$ cat config.mk
export PLATFORM = sky130hd
export DESIGN_NAME = pc_seq
export DESIGN_NICKNAME = d
export VERILOG_FILES = /design/src/rtl/npc_pkg.sv /design/src/rtl/pc_next_calc.sv /design/src/rtl/pc_seq.sv
export SDC_FILE = /design/constraint.sdc
export NUM_CORES = 1
export LEC_CHECK = 0
export CELL_PAD_IN_SITES_DETAIL_PLACEMENT = 1
export CELL_PAD_IN_SITES_GLOBAL_PLACEMENT = 1
export CORE_ASPECT_RATIO = 1.5
export CORE_MARGIN = 3
export CORE_UTILIZATION = 33
export DETAILED_ROUTE_END_ITERATION = 12
export GPL_TIMING_DRIVEN = 1
export PLACE_DENSITY = 0.84
export SLEW_MARGIN = 20
export SYNTH_ARGS = -nofsm -noshare
export SYNTH_HDL_FRONTEND = slang
export SYNTH_SLANG_ARGS = --single-unit
$ cat constraint.sdc
create_clock -name clk -period 2.7 [get_ports clk]
set_input_delay 0.405 -clock clk [delete_from_list [all_inputs] [get_ports clk]]
set_output_delay 0.405 -clock clk [all_outputs]
set_load 0.01 [all_outputs]
$ cat src/rtl/npc_pkg.sv
// Shared definitions for the npc core fetch path: next-PC select codes,
// reset vector and the PC sequencer state encoding.
package npc_pkg;

  typedef logic [1:0] pc_src_t;

  localparam pc_src_t PC_SRC_SEQ  = 2'b00;
  localparam pc_src_t PC_SRC_JAL  = 2'b01;
  localparam pc_src_t PC_SRC_JALR = 2'b10;
  localparam pc_src_t PC_SRC_RSV  = 2'b11;

  localparam logic [31:0] RESET_PC_DEFAULT = 32'h8000_0000;

  // Sequencer states; plain constants so older tools and dumps decode them.
  localparam logic [2:0] ST_BOOT  = 3'd0;
  localparam logic [2:0] ST_FETCH = 3'd1;
  localparam logic [2:0] ST_WAIT  = 3'd2;
  localparam logic [2:0] ST_ISSUE = 3'd3;
  localparam logic [2:0] ST_HALT  = 3'd4;

endpackage

$ cat src/rtl/pc_next_calc.sv
// Combinational next-PC selection. Adds wrap modulo 2^XLEN; the jalr target
// has bit 0 cleared before the alignment test, so only bit 1 can flag it.
module pc_next_calc
  import npc_pkg::*;
#(
  parameter int XLEN = 32
) (
  input  logic        [XLEN-1:0] pc,
  input  logic        [1:0]      pc_src,
  input  logic signed [XLEN-1:0] imm,
  input  logic        [XLEN-1:0] rs1_data,
  output logic        [XLEN-1:0] next_pc,
  output logic                   misaligned
);

  logic [XLEN-1:0] seq_pc;
  logic [XLEN-1:0] jal_pc;
  logic [XLEN-1:0] jalr_pc;

  // Form all candidate targets, then pick one by pc_src.
  always_comb begin
    seq_pc  = pc + XLEN'(4);
    jal_pc  = pc + imm;
    jalr_pc = (rs1_data + imm) & ~XLEN'(1);
    next_pc = seq_pc;
    case (pc_src)
      PC_SRC_SEQ:  next_pc = seq_pc;
      PC_SRC_JAL:  next_pc = jal_pc;
      PC_SRC_JALR: next_pc = jalr_pc;
      PC_SRC_RSV:  next_pc = seq_pc;
      default:     next_pc = seq_pc;
    endcase
    misaligned = |next_pc[1:0];
  end

endmodule

$ cat src/rtl/pc_seq.sv
// Multi-cycle fetch/PC sequencer: owns the architectural PC, fetches one
// instruction at a time over a valid/ready request and holds it until the
// execute stage reports the next-PC select. All outputs decode registered state.
module pc_seq
  import npc_pkg::*;
#(
  parameter int              XLEN     = 32,
  parameter logic [XLEN-1:0] RESET_PC = XLEN'(RESET_PC_DEFAULT)
) (
  input  logic            clk,
  input  logic            rst,
  output logic            imem_req_valid,
  input  logic            imem_req_ready,
  output logic [XLEN-1:0] imem_req_addr,
  input  logic            imem_rsp_valid,
  input  logic [31:0]     imem_rsp_data,
  output logic            inst_valid,
  output logic [31:0]     inst,
  output logic [XLEN-1:0] inst_pc,
  input  logic            exec_valid,
  input  logic [1:0]      pc_src,
  input  logic [XLEN-1:0] imm,
  input  logic [XLEN-1:0] rs1_data,
  input  logic            halt,
  output logic            halted,
  output logic            misalign
);

  logic [2:0]      state;
  logic [XLEN-1:0] pc;
  logic [31:0]     inst_q;
  logic            misalign_q;
  logic [XLEN-1:0] next_pc;
  logic            next_misaligned;

  pc_next_calc #(
    .XLEN(XLEN)
  ) u_next (
    .pc        (pc),
    .pc_src    (pc_src),
    .imm       (imm),
    .rs1_data  (rs1_data),
    .next_pc   (next_pc),
    .misaligned(next_misaligned)
  );

  // Sequencer FSM with PC, held instruction and sticky misalign flag.
  always_ff @(posedge clk or posedge rst) begin
    if (rst) begin
      state      <= ST_BOOT;
      pc         <= RESET_PC;
      inst_q     <= 32'h0;
      misalign_q <= 1'b0;
    end else begin
      case (state)
        ST_BOOT: begin
          state <= ST_FETCH;
        end
        ST_FETCH: begin
          if (imem_req_ready) begin
            state <= ST_WAIT;
          end
        end
        ST_WAIT: begin
          if (imem_rsp_valid) begin
            inst_q <= imem_rsp_data;
            state  <= ST_ISSUE;
          end
        end
        ST_ISSUE: begin
          if (exec_valid) begin
            if (halt) begin
              state <= ST_HALT;
            end else if (next_misaligned) begin
              misalign_q <= 1'b1;
              state      <= ST_HALT;
            end else begin
              pc    <= next_pc;
              state <= ST_FETCH;
            end
          end
        end
        ST_HALT: begin
          state <= ST_HALT;
        end
        default: begin
          state <= ST_HALT;
        end
      endcase
    end
  end

  assign imem_req_valid = (state == ST_FETCH);
  assign inst_valid     = (state == ST_ISSUE);
  assign halted         = (state == ST_HALT);
  assign imem_req_addr  = pc;
  assign inst_pc        = pc;
  assign inst           = inst_q;
  assign misalign       = misalign_q;

endmodule

==> results <==
==> cell type report <==
type                            instances  area, sq um
Antenna cell                            2         5.00
Clock buffer                            9          225
Clock inverter                          7         81.3
Fill cell                            2386         8770
Inverter                               37          139
Multi-Input combinational cell        688         6110
Sequential cell                        68         1710
Tap cell                              268          335
Timing Repair Buffer                  451         3940
==> registers in the layout (all words and copies together) (netlist names) <==
name,flops
imem_req_addr,32
inst,32
misalign,1
state,3
==> stage by stage <==
| stage | worst slack [ps] | util |
|---|---|---|
| CTS | -31.7 | 0.549 |
| finish | -834 | 0.589 |
| global placement | -699 | 0.510 |
| detailed placement | -811 | 0.510 |
| global route | -755 | 0.589 |
| floorplan | -0.0131 | - |
==> cell families after synthesis <==
family | share of synthesized area
AO/OA/AOI/OAI | 0.273
XOR/XNOR | 0.0723
adder cells (fa/ha/maj) | 0.116
buffers and inverters | 0.0673
flip-flops | 0.234
multiplexers | 0.0606
AND/OR/NAND/NOR | 0.177
==> worst paths after layout <==
kind	from	slack [ps]	cells after the start	endpoint
worst min-delay path	rst	500	3	inst[15]
worst max-delay path	imem_req_addr[13]	-830	9	imem_req_addr[16]
worst min register to register	inst[11]	530	1	inst[11]
worst max register to register	imem_req_addr[13]	-830	9	imem_req_addr[16]
max in group asynchronous	rst	1660	3	imem_req_addr[12]
min in group clk	inst[11]	530	1	inst[11]
==> where the power goes <==
part           internal [mW]  switching (mW)  leakage [nW]
sequential              1.41           0.494         0.859
combinational           3.11            3.30          4.55
clock                  0.734           0.607         0.147
==> per-layer routing <==
| metal | share of wire | GRT usage | vias up |
|---|---|---|---|
| met5 | 0.00024 | 0 | - |
| met4 | 0.11 | 0.283 | 2 |
| met3 | 0.088 | 0.0638 | 409 |
| met2 | 0.48 | 0.613 | 950 |
| met1 | 0.32 | 0.345 | 4892 |
| li1 | - | - | 3966 |
==> repair_timing <==
action	CTS	global route
buffers inserted	16	27
setup endpoints to repair	25	27
resized for setup	98	163
pin swaps	47	69
==> cell usage in the layout, fill, tap and decap left out, drive strengths merged, types with 16 or more instances in the layout <==
cell,n
mux2,32
nand4,16
nor3,16
o21ai,58
dfrtp,67
a21oi,68
buf,249
xnor2,38
clkdlybuf4s50,162
a21o,27
clkbuf,22
nand2,77
dlymetal6s2s,19
xor2,22
nand3,24
nor2,38
inv,41
ha,64
==> worst min-delay path, cell delays in order <==
cell and delay [ps]:
clkdlybuf4s50_1 420, inv_2 70, buf_4 390
==> flow_summary.json <==
{
  "die_w_um": 127,
  "clkTransAtPathRegs_ps": 80,
  "cts_max_path_buffers": 2,
  "synth_top_area_share": 0.231,
  "dp_hpwl_um": 27800,
  "fin_crit_ps": 3530,
  "wl_per_cell_um": 32.5,
  "dieArea_sq_mm": 0.0239,
  "vias": 10200,
  "crit_path_start_kind": "register",
  "failed_checks": "setup timing",
  "clock_skew_ps": 18.1,
  "critPathArrivalTime_ps": 3790,
  "critical_path_required_ps": 2960,
  "fin_nets": 1425,
  "grtUsageTotal": 0.346,
  "drt-initial-drc-count": 1242,
  "gp_congestion": 0.984,
  "cp_num_buf_inv": 2,
  "path_cells": "buf_4, nand4_1, nor4_1, buf_4, nand3_1, xnor2_1, a221oi_1, a211oi_1, a21o_1",
  "p_per_area_mw_per_mm2": 770,
  "dp_cells": 1471,
  "synth_area_leaders": "dfrtp_1 (23%), ha_1 (11%), mux2_2 (5.0%)",
  "tritoncts": "done",
  "drc_errors": 0,
  "synth_area_per_cell_sq_um": 8.52,
  "endpoint_kind": "register",
  "via_per_inst": 6.68,
  "synth_cell_types": 90,
  "overflow": 0,
  "postCtsHoldBufs": 0,
  "ys_ff_latch": 68,
  "yosys_warnings": 0,
  "synthTopCellsByCount": "nand2_1 (76), dfrtp_1 (67), a21oi_1 (64), ha_1 (64), o21ai_0 (45)",
  "die_h_um": 188,
  "yosys.area.top_type": "dfrtp_1",
  "syn-instance-count": 853,
  "initial_core_util": 0.341,
  "cpMostUsedCell": "buf_4",
  "status": "finished with violations",
  "max-slew-margin-rel": 0.140,
  "fp-row-count": 65,
  "cts_buffers": 9,
  "tightest_slew_ps": 1280,
  "cp_slowest_cell": "nor4_1",
  "finalPower_mw": 9.65,
  "hold_viol": 0,
  "grt_max_degree": 40,
  "maxClockFrequency_mhz": 283,
  "grt_pass1_wl_um": 63900,
  "hold_path.class": "in -> async",
  "antenna_found_initial": 3,
  "cts_root_buf": "clkbuf_16",
  "areaGrowthSynthToFinish_pct": 72.6,
  "vdd_drop_max_uv": 459,
  "core_area_sq_mm": 0.0213,
  "whs_ps": 500,
  "clk_latency_ps": 360,
  "rsz0062_at_grt": "true",
  "drv_slew": 0,
  "worstPathMaxFanout": 5,
  "htreeDepth": 3,
  "p_leak_nw": 5.56,
  "worst_slack_ps": -834,
  "clkSinkCount": 68,
  "firstDrtPassIters": 8,
  "dpl-instance-area_sq_mm": 0.0109,
  "synthFlopType": "dfrtp_1",
  "cpPeakStageDelay_ps": 1190,
  "cp_top_family": "simple AND/OR/NAND/NOR gates",
  "ios": 204,
  "cap_violations": 0,
  "yosysMostFrequentCell": "nand2_1",
  "ant_nets": 0,
  "path_class": "reg -> reg",
  "design_area_sq_mm": 0.0125,
  "setup_tns_ps": -5280,
  "finalCritPeriodShare": 1.31,
  "portBuffers": 203,
  "synth_fp_nets": 1023,
  "instances_no_fill": 1530,
  "grt_pass1_vias": 10800,
  "synthesis.area_sq_mm": 0.00726,
  "ys_async_sr_fraction": 1.00,
  "drive_gt1_frac": 0.373,
  "synth_edf_count": 0,
  "ys_seq_area_frac": 0.234,
  "drt_wl_total_um": 49700,
  "setup_viol": 21
}
(Power assumes the default switching activity.)
